==> src/rtl/mips_pkg.sv <==
// Shared types for the MIPS-style decode stage: instruction layout, opcodes
// and a per-opcode operand/class table.
package mips_pkg;

  localparam int ADDRESSWIDTH = 32;
  localparam int DATAWIDTH    = 32;

  typedef enum logic [5:0] {
    ADD  = 6'h00, ADDI = 6'h01, SUB  = 6'h02, SUBI = 6'h03,
    MUL  = 6'h04, MULI = 6'h05, OR   = 6'h06, ORI  = 6'h07,
    AND  = 6'h08, ANDI = 6'h09, XOR  = 6'h0A, XORI = 6'h0B,
    LDW  = 6'h0C, STW  = 6'h0D, BZ   = 6'h0E, BEQ  = 6'h0F,
    JR   = 6'h10, HALT = 6'h11
  } opcode_t;

  // rd shares bits [15:11] with imm16, so the low half is a union.
  typedef struct packed {
    logic [4:0]  rd;
    logic [10:0] funct;
  } rtype_t;

  typedef union packed {
    logic [15:0] imm16;
    rtype_t      r;
  } lowfield_t;

  typedef struct packed {
    logic [5:0] opcode;
    logic [4:0] rs;
    logic [4:0] rt;
    lowfield_t  low;
  } Instruct;

  typedef struct packed {
    logic legal;
    logic reads_rs;
    logic reads_rt;
    logic has_dest;
    logic dest_is_rd;
    logic is_load;
    logic is_store;
    logic is_branch;
    logic is_halt;
  } decode_t;

  function automatic decode_t decode_op(input logic [5:0] op);
    decode_t d;
    d = '0;
    case (op)
      ADD, SUB, MUL, OR, AND, XOR: begin
        d.legal = 1'b1; d.reads_rs = 1'b1; d.reads_rt = 1'b1;
        d.has_dest = 1'b1; d.dest_is_rd = 1'b1;
      end
      ADDI, SUBI, MULI, ORI, ANDI, XORI: begin
        d.legal = 1'b1; d.reads_rs = 1'b1; d.has_dest = 1'b1;
      end
      LDW: begin
        d.legal = 1'b1; d.reads_rs = 1'b1; d.has_dest = 1'b1; d.is_load = 1'b1;
      end
      STW: begin
        d.legal = 1'b1; d.reads_rs = 1'b1; d.reads_rt = 1'b1; d.is_store = 1'b1;
      end
      BZ, JR: begin
        d.legal = 1'b1; d.reads_rs = 1'b1; d.is_branch = 1'b1;
      end
      BEQ: begin
        d.legal = 1'b1; d.reads_rs = 1'b1; d.reads_rt = 1'b1; d.is_branch = 1'b1;
      end
      HALT: begin
        d.legal = 1'b1; d.is_halt = 1'b1;
      end
      default: d = '0;
    endcase
    return d;
  endfunction

endpackage

==> src/rtl/register_file.sv <==
// REGCOUNT x DATAWIDTH register file: two combinational read ports with
// same-cycle writeback bypass, one write port, R0 hardwired to zero.
module register_file #(
  parameter int DATAWIDTH = 32,
  parameter int REGCOUNT  = 32
) (
  input  logic                 clk,
  input  logic                 reset,
  input  logic [4:0]           raddr_a,
  input  logic [4:0]           raddr_b,
  output logic [DATAWIDTH-1:0] rdata_a,
  output logic [DATAWIDTH-1:0] rdata_b,
  input  logic                 we,
  input  logic [4:0]           waddr,
  input  logic [DATAWIDTH-1:0] wdata
);

  logic [DATAWIDTH-1:0] regs [REGCOUNT];

  // NOTE: the whole array is cleared on reset, so this stays a flop array;
  // dropping that reset would let synthesis map it to RAM.
  always_ff @(posedge clk or negedge reset) begin
    if (!reset) begin
      for (int i = 0; i < REGCOUNT; i++) regs[i] <= '0;
    end else if (we && waddr != 5'd0) begin
      regs[waddr] <= wdata;
    end
  end

  assign rdata_a = (raddr_a == 5'd0)             ? '0    :
                   (we && raddr_a == waddr)      ? wdata : regs[raddr_a];
  assign rdata_b = (raddr_b == 5'd0)             ? '0    :
                   (we && raddr_b == waddr)      ? wdata : regs[raddr_b];

endmodule

==> src/rtl/instruction_decode.sv <==
// Decode stage: IF/ID latch, operand read, load-use interlock, flush/halt
// handling and the registered ID/EX entry.
module instruction_decode
  import mips_pkg::Instruct;
  import mips_pkg::opcode_t;
  import mips_pkg::decode_t;
  import mips_pkg::decode_op;
#(
  parameter int ADDRESSWIDTH = mips_pkg::ADDRESSWIDTH,
  parameter int DATAWIDTH    = 32,
  parameter int REGCOUNT     = 32
) (
  input  logic                    clk,
  input  logic                    reset,
  input  logic [ADDRESSWIDTH-1:0] if_pc,
  input  Instruct                 if_instr,
  input  logic                    if_valid,
  output logic                    stall,
  input  logic                    flush,
  input  logic                    wb_we,
  input  logic [4:0]              wb_addr,
  input  logic [DATAWIDTH-1:0]    wb_data,
  output logic                    id_valid,
  output logic [ADDRESSWIDTH-1:0] id_pc,
  output opcode_t                 id_op,
  output logic [4:0]              id_rs_idx,
  output logic [4:0]              id_rt_idx,
  output logic [4:0]              id_dest_idx,
  output logic                    id_dest_we,
  output logic [DATAWIDTH-1:0]    id_rs_val,
  output logic [DATAWIDTH-1:0]    id_rt_val,
  output logic [DATAWIDTH-1:0]    id_imm,
  output logic                    id_is_load,
  output logic                    id_is_store,
  output logic                    id_is_branch,
  output logic                    halted,
  output logic                    illegal
);

  logic                    ifid_valid;
  logic [ADDRESSWIDTH-1:0] ifid_pc;
  Instruct                 ifid_instr;

  decode_t                 dec;
  logic [4:0]              dest_idx;
  logic                    dest_we;
  logic                    load_use;
  logic [DATAWIDTH-1:0]    rs_val;
  logic [DATAWIDTH-1:0]    rt_val;
  logic [DATAWIDTH-1:0]    imm_ext;

  assign dec      = decode_op(ifid_instr.opcode);
  assign dest_idx = !dec.has_dest  ? 5'd0 :
                    dec.dest_is_rd ? ifid_instr.low.r.rd : ifid_instr.rt;
  assign dest_we  = dec.has_dest && (dest_idx != 5'd0);
  assign imm_ext  = {{(DATAWIDTH-16){ifid_instr.low.imm16[15]}}, ifid_instr.low.imm16};

  // Only sources the IF/ID instruction really reads can create a hazard.
  assign load_use = ifid_valid && id_valid && id_is_load && id_dest_we &&
                    ((dec.reads_rs && ifid_instr.rs == id_dest_idx) ||
                     (dec.reads_rt && ifid_instr.rt == id_dest_idx));

  assign stall = halted || load_use;

  register_file #(
    .DATAWIDTH (DATAWIDTH),
    .REGCOUNT  (REGCOUNT)
  ) u_regs (
    .clk     (clk),
    .reset   (reset),
    .raddr_a (ifid_instr.rs),
    .raddr_b (ifid_instr.rt),
    .rdata_a (rs_val),
    .rdata_b (rt_val),
    .we      (wb_we),
    .waddr   (wb_addr),
    .wdata   (wb_data)
  );

  always_ff @(posedge clk or negedge reset) begin
    if (!reset) begin
      ifid_valid <= 1'b0;
      ifid_pc    <= '0;
      ifid_instr <= '0;
    end else if (flush) begin
      ifid_valid <= 1'b0;
    end else if (!stall) begin
      ifid_valid <= if_valid;
      if (if_valid) begin
        ifid_pc    <= if_pc;
        ifid_instr <= if_instr;
      end
    end
  end

  always_ff @(posedge clk or negedge reset) begin
    if (!reset) begin
      id_valid     <= 1'b0;
      id_pc        <= '0;
      id_op        <= mips_pkg::ADD;
      id_rs_idx    <= '0;
      id_rt_idx    <= '0;
      id_dest_idx  <= '0;
      id_dest_we   <= 1'b0;
      id_rs_val    <= '0;
      id_rt_val    <= '0;
      id_imm       <= '0;
      id_is_load   <= 1'b0;
      id_is_store  <= 1'b0;
      id_is_branch <= 1'b0;
      halted       <= 1'b0;
      illegal      <= 1'b0;
    end else begin
      // NOTE: defaults first, then the issue path overrides them; with
      // non-blocking assignments the last write in the block wins.
      id_valid <= 1'b0;
      illegal  <= 1'b0;
      if (!flush && !halted && !load_use && ifid_valid) begin
        if (dec.legal) begin
          id_valid     <= 1'b1;
          id_pc        <= ifid_pc;
          id_op        <= opcode_t'(ifid_instr.opcode);
          id_rs_idx    <= ifid_instr.rs;
          id_rt_idx    <= ifid_instr.rt;
          id_dest_idx  <= dest_idx;
          id_dest_we   <= dest_we;
          id_rs_val    <= rs_val;
          id_rt_val    <= rt_val;
          id_imm       <= imm_ext;
          id_is_load   <= dec.is_load;
          id_is_store  <= dec.is_store;
          id_is_branch <= dec.is_branch;
          if (dec.is_halt) halted <= 1'b1;
        end else begin
          illegal <= 1'b1;
        end
      end
    end
  end

endmodule
==> config.mk <==
export PLATFORM = sky130hd
export DESIGN_NAME = instruction_decode
export DESIGN_NICKNAME = d
export VERILOG_FILES = /design/src/rtl/mips_pkg.sv /design/src/rtl/register_file.sv /design/src/rtl/instruction_decode.sv
export SDC_FILE = /design/constraint.sdc
export NUM_CORES = 2
export LEC_CHECK = 0
export CAP_MARGIN = 20
export CORE_ASPECT_RATIO = 0.75
export CORE_UTILIZATION = 62
export DETAILED_ROUTE_END_ITERATION = 6
export PLACE_DENSITY = 0.81
export RECOVER_POWER = 25
export SYNTH_ARGS = -nofsm -noshare
export SYNTH_HDL_FRONTEND = slang
export SYNTH_HIERARCHICAL = 1
export SYNTH_SLANG_ARGS = --single-unit
==> constraint.sdc <==
create_clock -name clk -period 3.6 [get_ports clk]
set_clock_uncertainty 0.15 [all_clocks]
set_input_delay 0.72 -clock clk [delete_from_list [all_inputs] [get_ports clk]]
set_output_delay 0.72 -clock clk [all_outputs]
set_load 0.05 [all_outputs]
* After elaboration in Yosys (flattened, before gate mapping)
Index checks and enable logic that the tools add are counted.
Cells by class: $lt $le $gt $ge 4, eq/ne operators 22, mux-type cells 30, bitwise operators 5, reduce and logical (&&, ||, !) cells 33
Operators by type and width (number):
- 1024-bit bitwise mux | 1
- 32-bit binary-select mux with 5-bit select | 2
- 32-bit two-way mux | 9
- 32-bit demux with 5-bit select | 1
- 6-bit by 4-bit equality test with 1-bit output, second input constant | 8
- 6-bit by 3-bit equality test with 1-bit output, second input constant | 4
- 5-bit equality test | 4
- 6-bit >= comparator, second input constant | 3
- 5-bit inverter with 6-bit output | 3
- 18-bit OR reduction | 1
- 17-bit OR reduction | 1
- 1-bit two-way mux | 15
- 1-bit logical AND | 14
- 13-bit OR reduction | 1
- 6-bit by 2-bit equality test with 1-bit output, second input constant | 2
- 6-bit by 5-bit equality test with 1-bit output, second input constant | 2
- 5-bit logical NOT | 2
- 5-bit two-way mux | 2
- 5-bit nonzero test | 2
- 8-bit OR reduction | 1
- 6-bit by 1-bit equality test with 1-bit output, second input constant | 1
- 6-bit logical NOT | 1
- 6-bit by 1-bit < comparator with 1-bit output, second input constant | 1
- 3-bit AND reduction | 2
- 7 further kinds | 11
Word-level totals: register bits 1229

* Longest topological paths before layout
depth after elaboration 10, gate-level depth with buffers 11

* By module
Netlist, hierarchy kept.
By module, submodules not included:
- register_file | instances 1, cells each 3815, area each 54826.3 um2
- instruction_decode | instances 1, cells each 508, area each 8665.8 um2

* Worst setup path before layout
OpenSTA, ideal clock, no wires.
kind flip-flop to output port, from reg id_dest_idx[2], to out stall, data arrival time 2178 ps, data required time 2730 ps, path slack 552 ps, stages on the path, launching flop included 8, path buffers 1, cell sequence dfrtp_1 xnor2_1 nand4_1 a2111o_1 a21oi_2 clkbuf_1 nor2_1 inv_1
Between the ends: longest elaborated chain between the ends 5, elaborated cells between the ends (all ways) 7, those cells by class eq/ne: 2; reduce/logical: 5
Ends and longest elaborated chain:
- start, declared | line instruction_decode.sv:28 | output logic [4:0] id_dest_idx,
- start signal, assigned | line instruction_decode.sv:125 | id_dest_idx <= dest_idx;
- 5-bit equality test (on tied branches) | line instruction_decode.sv:60, instruction_decode.sv:61
- 1-bit logical AND (on tied branches) | line instruction_decode.sv:60, instruction_decode.sv:61
- 1-bit logical OR (*) | line instruction_decode.sv:60 | ((dec.reads_rs && ifid_instr.rs == id_dest_idx) ||
- 1-bit logical AND (*) | line instruction_decode.sv:59 | assign load_use = ifid_valid && id_valid && id_is_load && id_dest_we &&
- 1-bit logical OR (*) | line instruction_decode.sv:63 | assign stall = halted || load_use;
- end, declared | line instruction_decode.sv:18 | output logic stall,
Every way passes the cells marked *; elsewhere a longest branch is shown, timed or not.

* Worst setup path in the final report
from reg ifid_instr[21] (netlist name), to out stall
Between the ends: longest elaborated chain between the ends 5
Ends and longest elaborated chain:
- start, declared | line instruction_decode.sv:42 | Instruct ifid_instr;
- start signal, assigned | line instruction_decode.sv:91 | ifid_instr <= if_instr;
- 5-bit equality test | line instruction_decode.sv:60
- 1-bit logical AND | line instruction_decode.sv:60
- 1-bit logical OR | line instruction_decode.sv:60
- 1-bit logical AND | line instruction_decode.sv:59
- 1-bit logical OR | line instruction_decode.sv:63
Every way passes these cells.

==> metrics.md <==
| Metric | Value |
|---|---|
| Outcome | `finished with violations` |
| Failing checks | `max-capacitance violations, max-slew violations` |
| Hold WC Path Type | `flop to flop` |
| Nets@finish | `4617` |
| Met2 WL post-DR | `88.7 mm` |
| EDFF count, synth | `0` |
| DR iter-0 viols | `5445` |
| CTS sink cnt | `1229` |
| Reg2reg path depth | `9` |
| Synth Instances | `4323` |
| Ys async rst share | `100%` |
| Final period util | `96.0%` |
| Sw Share | `35.8%` |
| Crit Path Category | `flop to output pin` |
| Met1 Wirelength | `75.5 mm` |
| Final wirelength | `197 mm` |
| DP HPWL | `121 mm` |
| Met3 WL | `24.1 mm` |
| Most frequent cells in the layout | `dfrtp_1 (1220), mux2_2 (1147), mux4_2 (366)` |
| CP peak stage delay | `610 ps` |
| Synthesized area | `63500 um2` |
| PD cells | `730 nW/um2` |
| Unrepaired setup endpoints after global routing | `no` |
| WL/cell | `33.1 um` |
| Area Overhead vs Synth | `14.9%` |
| Critical path cell sequence | `xor2_1, a2111o_1, a21oi_4, buf_6, nor2_1, inv_1, buf_12` |
| First-pass DRT Iterations | `6` |
| Crit-path slowest cell | `dfrtp_4` |
| First-pass GRT wire length | `291 mm` |
| Chip Height | `279 um` |
| Int Pwr | `34200 uW` |
| CTS max path bufs | `3` |
| Commonest non-fill, non-tap cell in the layout | `dfrtp_1` |
| Max cap viols | `1` |
| Layout cells sized above 1 | `48.4%` |
| Comb power frac | `38.4%` |
| Number of remaining DRC errors | `0` |
| Lkg Pwr | `0.0319 uW` |
| Final instance area | `72900 um2` |
| Maximum vdd drop | `0.000578 V` |
| Rel. slew slack | `-68.8%` |
| Post-route ant nets | `0` |
| Worst Setup SP | `ifid_instr[21]` |
| Gpl congestion | `0.910` |
| Final total power | `53200 uW` |
| Clock power share | `25.0%` |
| Worst Max-Slew Pin Slew | `2530 ps` |
| Clk slew on worst S/H paths | `60 ps` |
| Worst flop-to-flop path startpoint | `ifid_instr[21]` |
| Worst EP arrival | `2590 ps` |
| Synth unique cells | `59` |
| Die Width | `372 um` |
| Initial core utilization | `62.6%` |
| FILL cells | `6480` |
| Root Buffer | `clkbuf_16` |
| Critical path endpoint category | `output pin` |
| Tmin final | `3460 ps` |
| CTS tree | `done` |
| Post-synthesis register bit count | `1229` |
| Seq pwr share | `36.6%` |
| CTS Buf Count | `118` |
| CTS H-tree lvls | `3` |
| Startpoint class of the critical path | `flop` |
| Setup WS pre-CTS | `-79.6 ps` |
| IO Count | `263` |
| Clock latency on the worst-skew pair | `760 ps` |
| Initial antenna violation count | `7` |
| R2R Path End | `id_rs_val[3]` |
| Fmax | `289 MHz` |
| Synth warnings | `6` |
| Reg2reg setup slack | `270 ps` |
| Grt total ovfl | `0` |
| End of the critical path | `stall` |
| Mapped Nets | `4429` |
| Register area share after synthesis | `48.4%` |
| Final hold viol count | `0` |
| Syn Area/Cell | `14.7 um2` |
| I/O Buffers | `262` |
| DP Area | `68800 um2` |
| Via count | `43222` |
| Setup_tns | `0 ps` |
| Largest net degree at the start of global routing | `110` |
| Ys flop type | `dfrtp_1` |
| PnR worst setup slack | `145 ps` |
| Cell Rows | `101` |
| Core ar. | `101000 um2` |
| Final setup viols | `0` |
| Slew Viols, Final | `64` |
| NetSw | `19100 uW` |
| Vias/cell | `7.27` |
| Critical Path RT | `2730 ps` |
| Total Routing Usage GR | `38.2%` |
| Die ar. | `104000 um2` |
| CP max FO | `11` |
| Uppermost routed layer | `met5` |
| Number of global-route vias before repair | `43801` |
-- worst min path at each step --
| stage | to | depth (start not counted) | slack [ps] | from |
|---|---|---|---|---|
| 3_3_place_gp | u_regs/regs[1008] | 0 | 230 | u_regs/regs[1008] |
| 4_1_cts | u_regs/regs[1017] | 0 | 250 | u_regs/regs[1017] |
| 6_report | u_regs/regs[1017] | 0 | 250 | u_regs/regs[1017] |
| 3_5_place_dp | u_regs/regs[1017] | 0 | 230 | u_regs/regs[1017] |
| 2_1_floorplan | halted | 0 | 270 | reset |
| 5_1_grt | u_regs/regs[1017] | 0 | 260 | u_regs/regs[1017] |
-- what timing repair did --
item                                    CTS  global route
setup buffers                             2             4
endpoints found under the hold margin    49             0
gates resized for setup                   2             4
endpoints found under the setup margin    1             1
pin swaps                                 1             0
hold buffers                              1             0
-- power by group through the flow --
stage | Combinational, uW | Sequential [uW] | Clock, uW
after CTS | 20100 | 19400 | 13400
final | 20400 | 19500 | 13300
after global placement | 19600 | 19400 | 0
after detailed placement | 19900 | 19600 | 0
after floorplan | 11800 | 20900 | 0
after global routing | 21200 | 19800 | 13900
-- critical path, delay by kind of cell, from the launching register on --
kind / cells / cell delay [ps]
compound gates: 2 / 610
xor+xnor: 1 / 200
buf+inv: 3 / 370
flops: 1 / 610
simple gates: 1 / 40
-- final cells by class --
class                           instances  area (um2)  area share [%]
Tap cell                             1339        1680            2.30
Multi-Input combinational cell       2602       30600            42.0
Timing Repair Buffer                  558        5730            7.85
Clock buffer                          163        3420            4.69
Antenna cell                            2        5.00         0.00686
Clock inverter                         52         696           0.954
Inverter                                2        7.51          0.0103
Sequential cell                      1229       30800            42.2
-- state kept, by name, indices dropped and copies added (netlist names) --
signal and count:
ifid_pc 32, id_rt_val 32, id_is_branch 1, id_is_load 1, id_rs_idx 5, ifid_valid 1
id_imm 16, id_pc 32, id_rt_idx 5, id_op 6, id_rs_val 32, u_regs/regs 1024
ifid_instr 32, id_is_store 1, id_valid 1, halted 1, illegal 1, id_dest_idx 5
id_dest_we 1
-- synthesized netlist by cell type, types with 10 or more instances --
master	n	area, um2
dfrtp_1	1229	30800
mux2_2	1147	12900
mux4_2	366	8240
clkbuf_1	256	961
mux2i_1	218	2180
mux2_4	139	2090
buf_2	100	500
o22ai_1	94	588
a21oi_1	90	450
a22o_1	86	753
a22oi_1	76	571
buf_1	61	229
nand2_1	49	184
buf_4	42	315
nor2_1	41	154
o221ai_1	37	324
nand3_1	31	155
o21ai_0	30	150
buf_6	25	282
o211ai_1	25	188
a2111oi_0	23	201
nor3_1	19	95.1
xnor2_1	11	96.3
a2111oi_2	10	150
xor2_1	10	87.6
-- cells by family after synthesis --
logic type / Yosys count / share of synthesized area [%]
muxes: 1870 / 40.0
DFF: 1229 / 48.4
AOI/OAI and AO/OA: 510 / 5.86
buffers and inverters: 492 / 3.76
and+or+nand+nor: 201 / 1.61
xor gates and xnor gates: 21 / 0.290
-- per-stage QoR --
| stage | util (%) | hold slack [ps] | cells |
|---|---|---|---|
| 2_1_floorplan | - | 274 | 4323 |
| 3_5_place_dp | 67.9 | 234 | 5723 |
| 5_1_grt | 72.0 | 263 | 5946 |
| 4_1_cts | 72.0 | 248 | 5941 |
| 6_report | 72.0 | 246 | 5947 |
| 3_3_place_gp | 67.9 | 227 | 5722 |
-- layer usage --
| layer | up-vias | global-route usage [%] |
|---|---|---|
| met5 | - | 0 |
| met4 | 6 | 15.5 |
| met3 | 631 | 11.7 |
| met2 | 2944 | 56.0 |
| met1 | 22705 | 53.4 |
| li1 | 16936 | - |
Power figures use the tool's default switching activity.
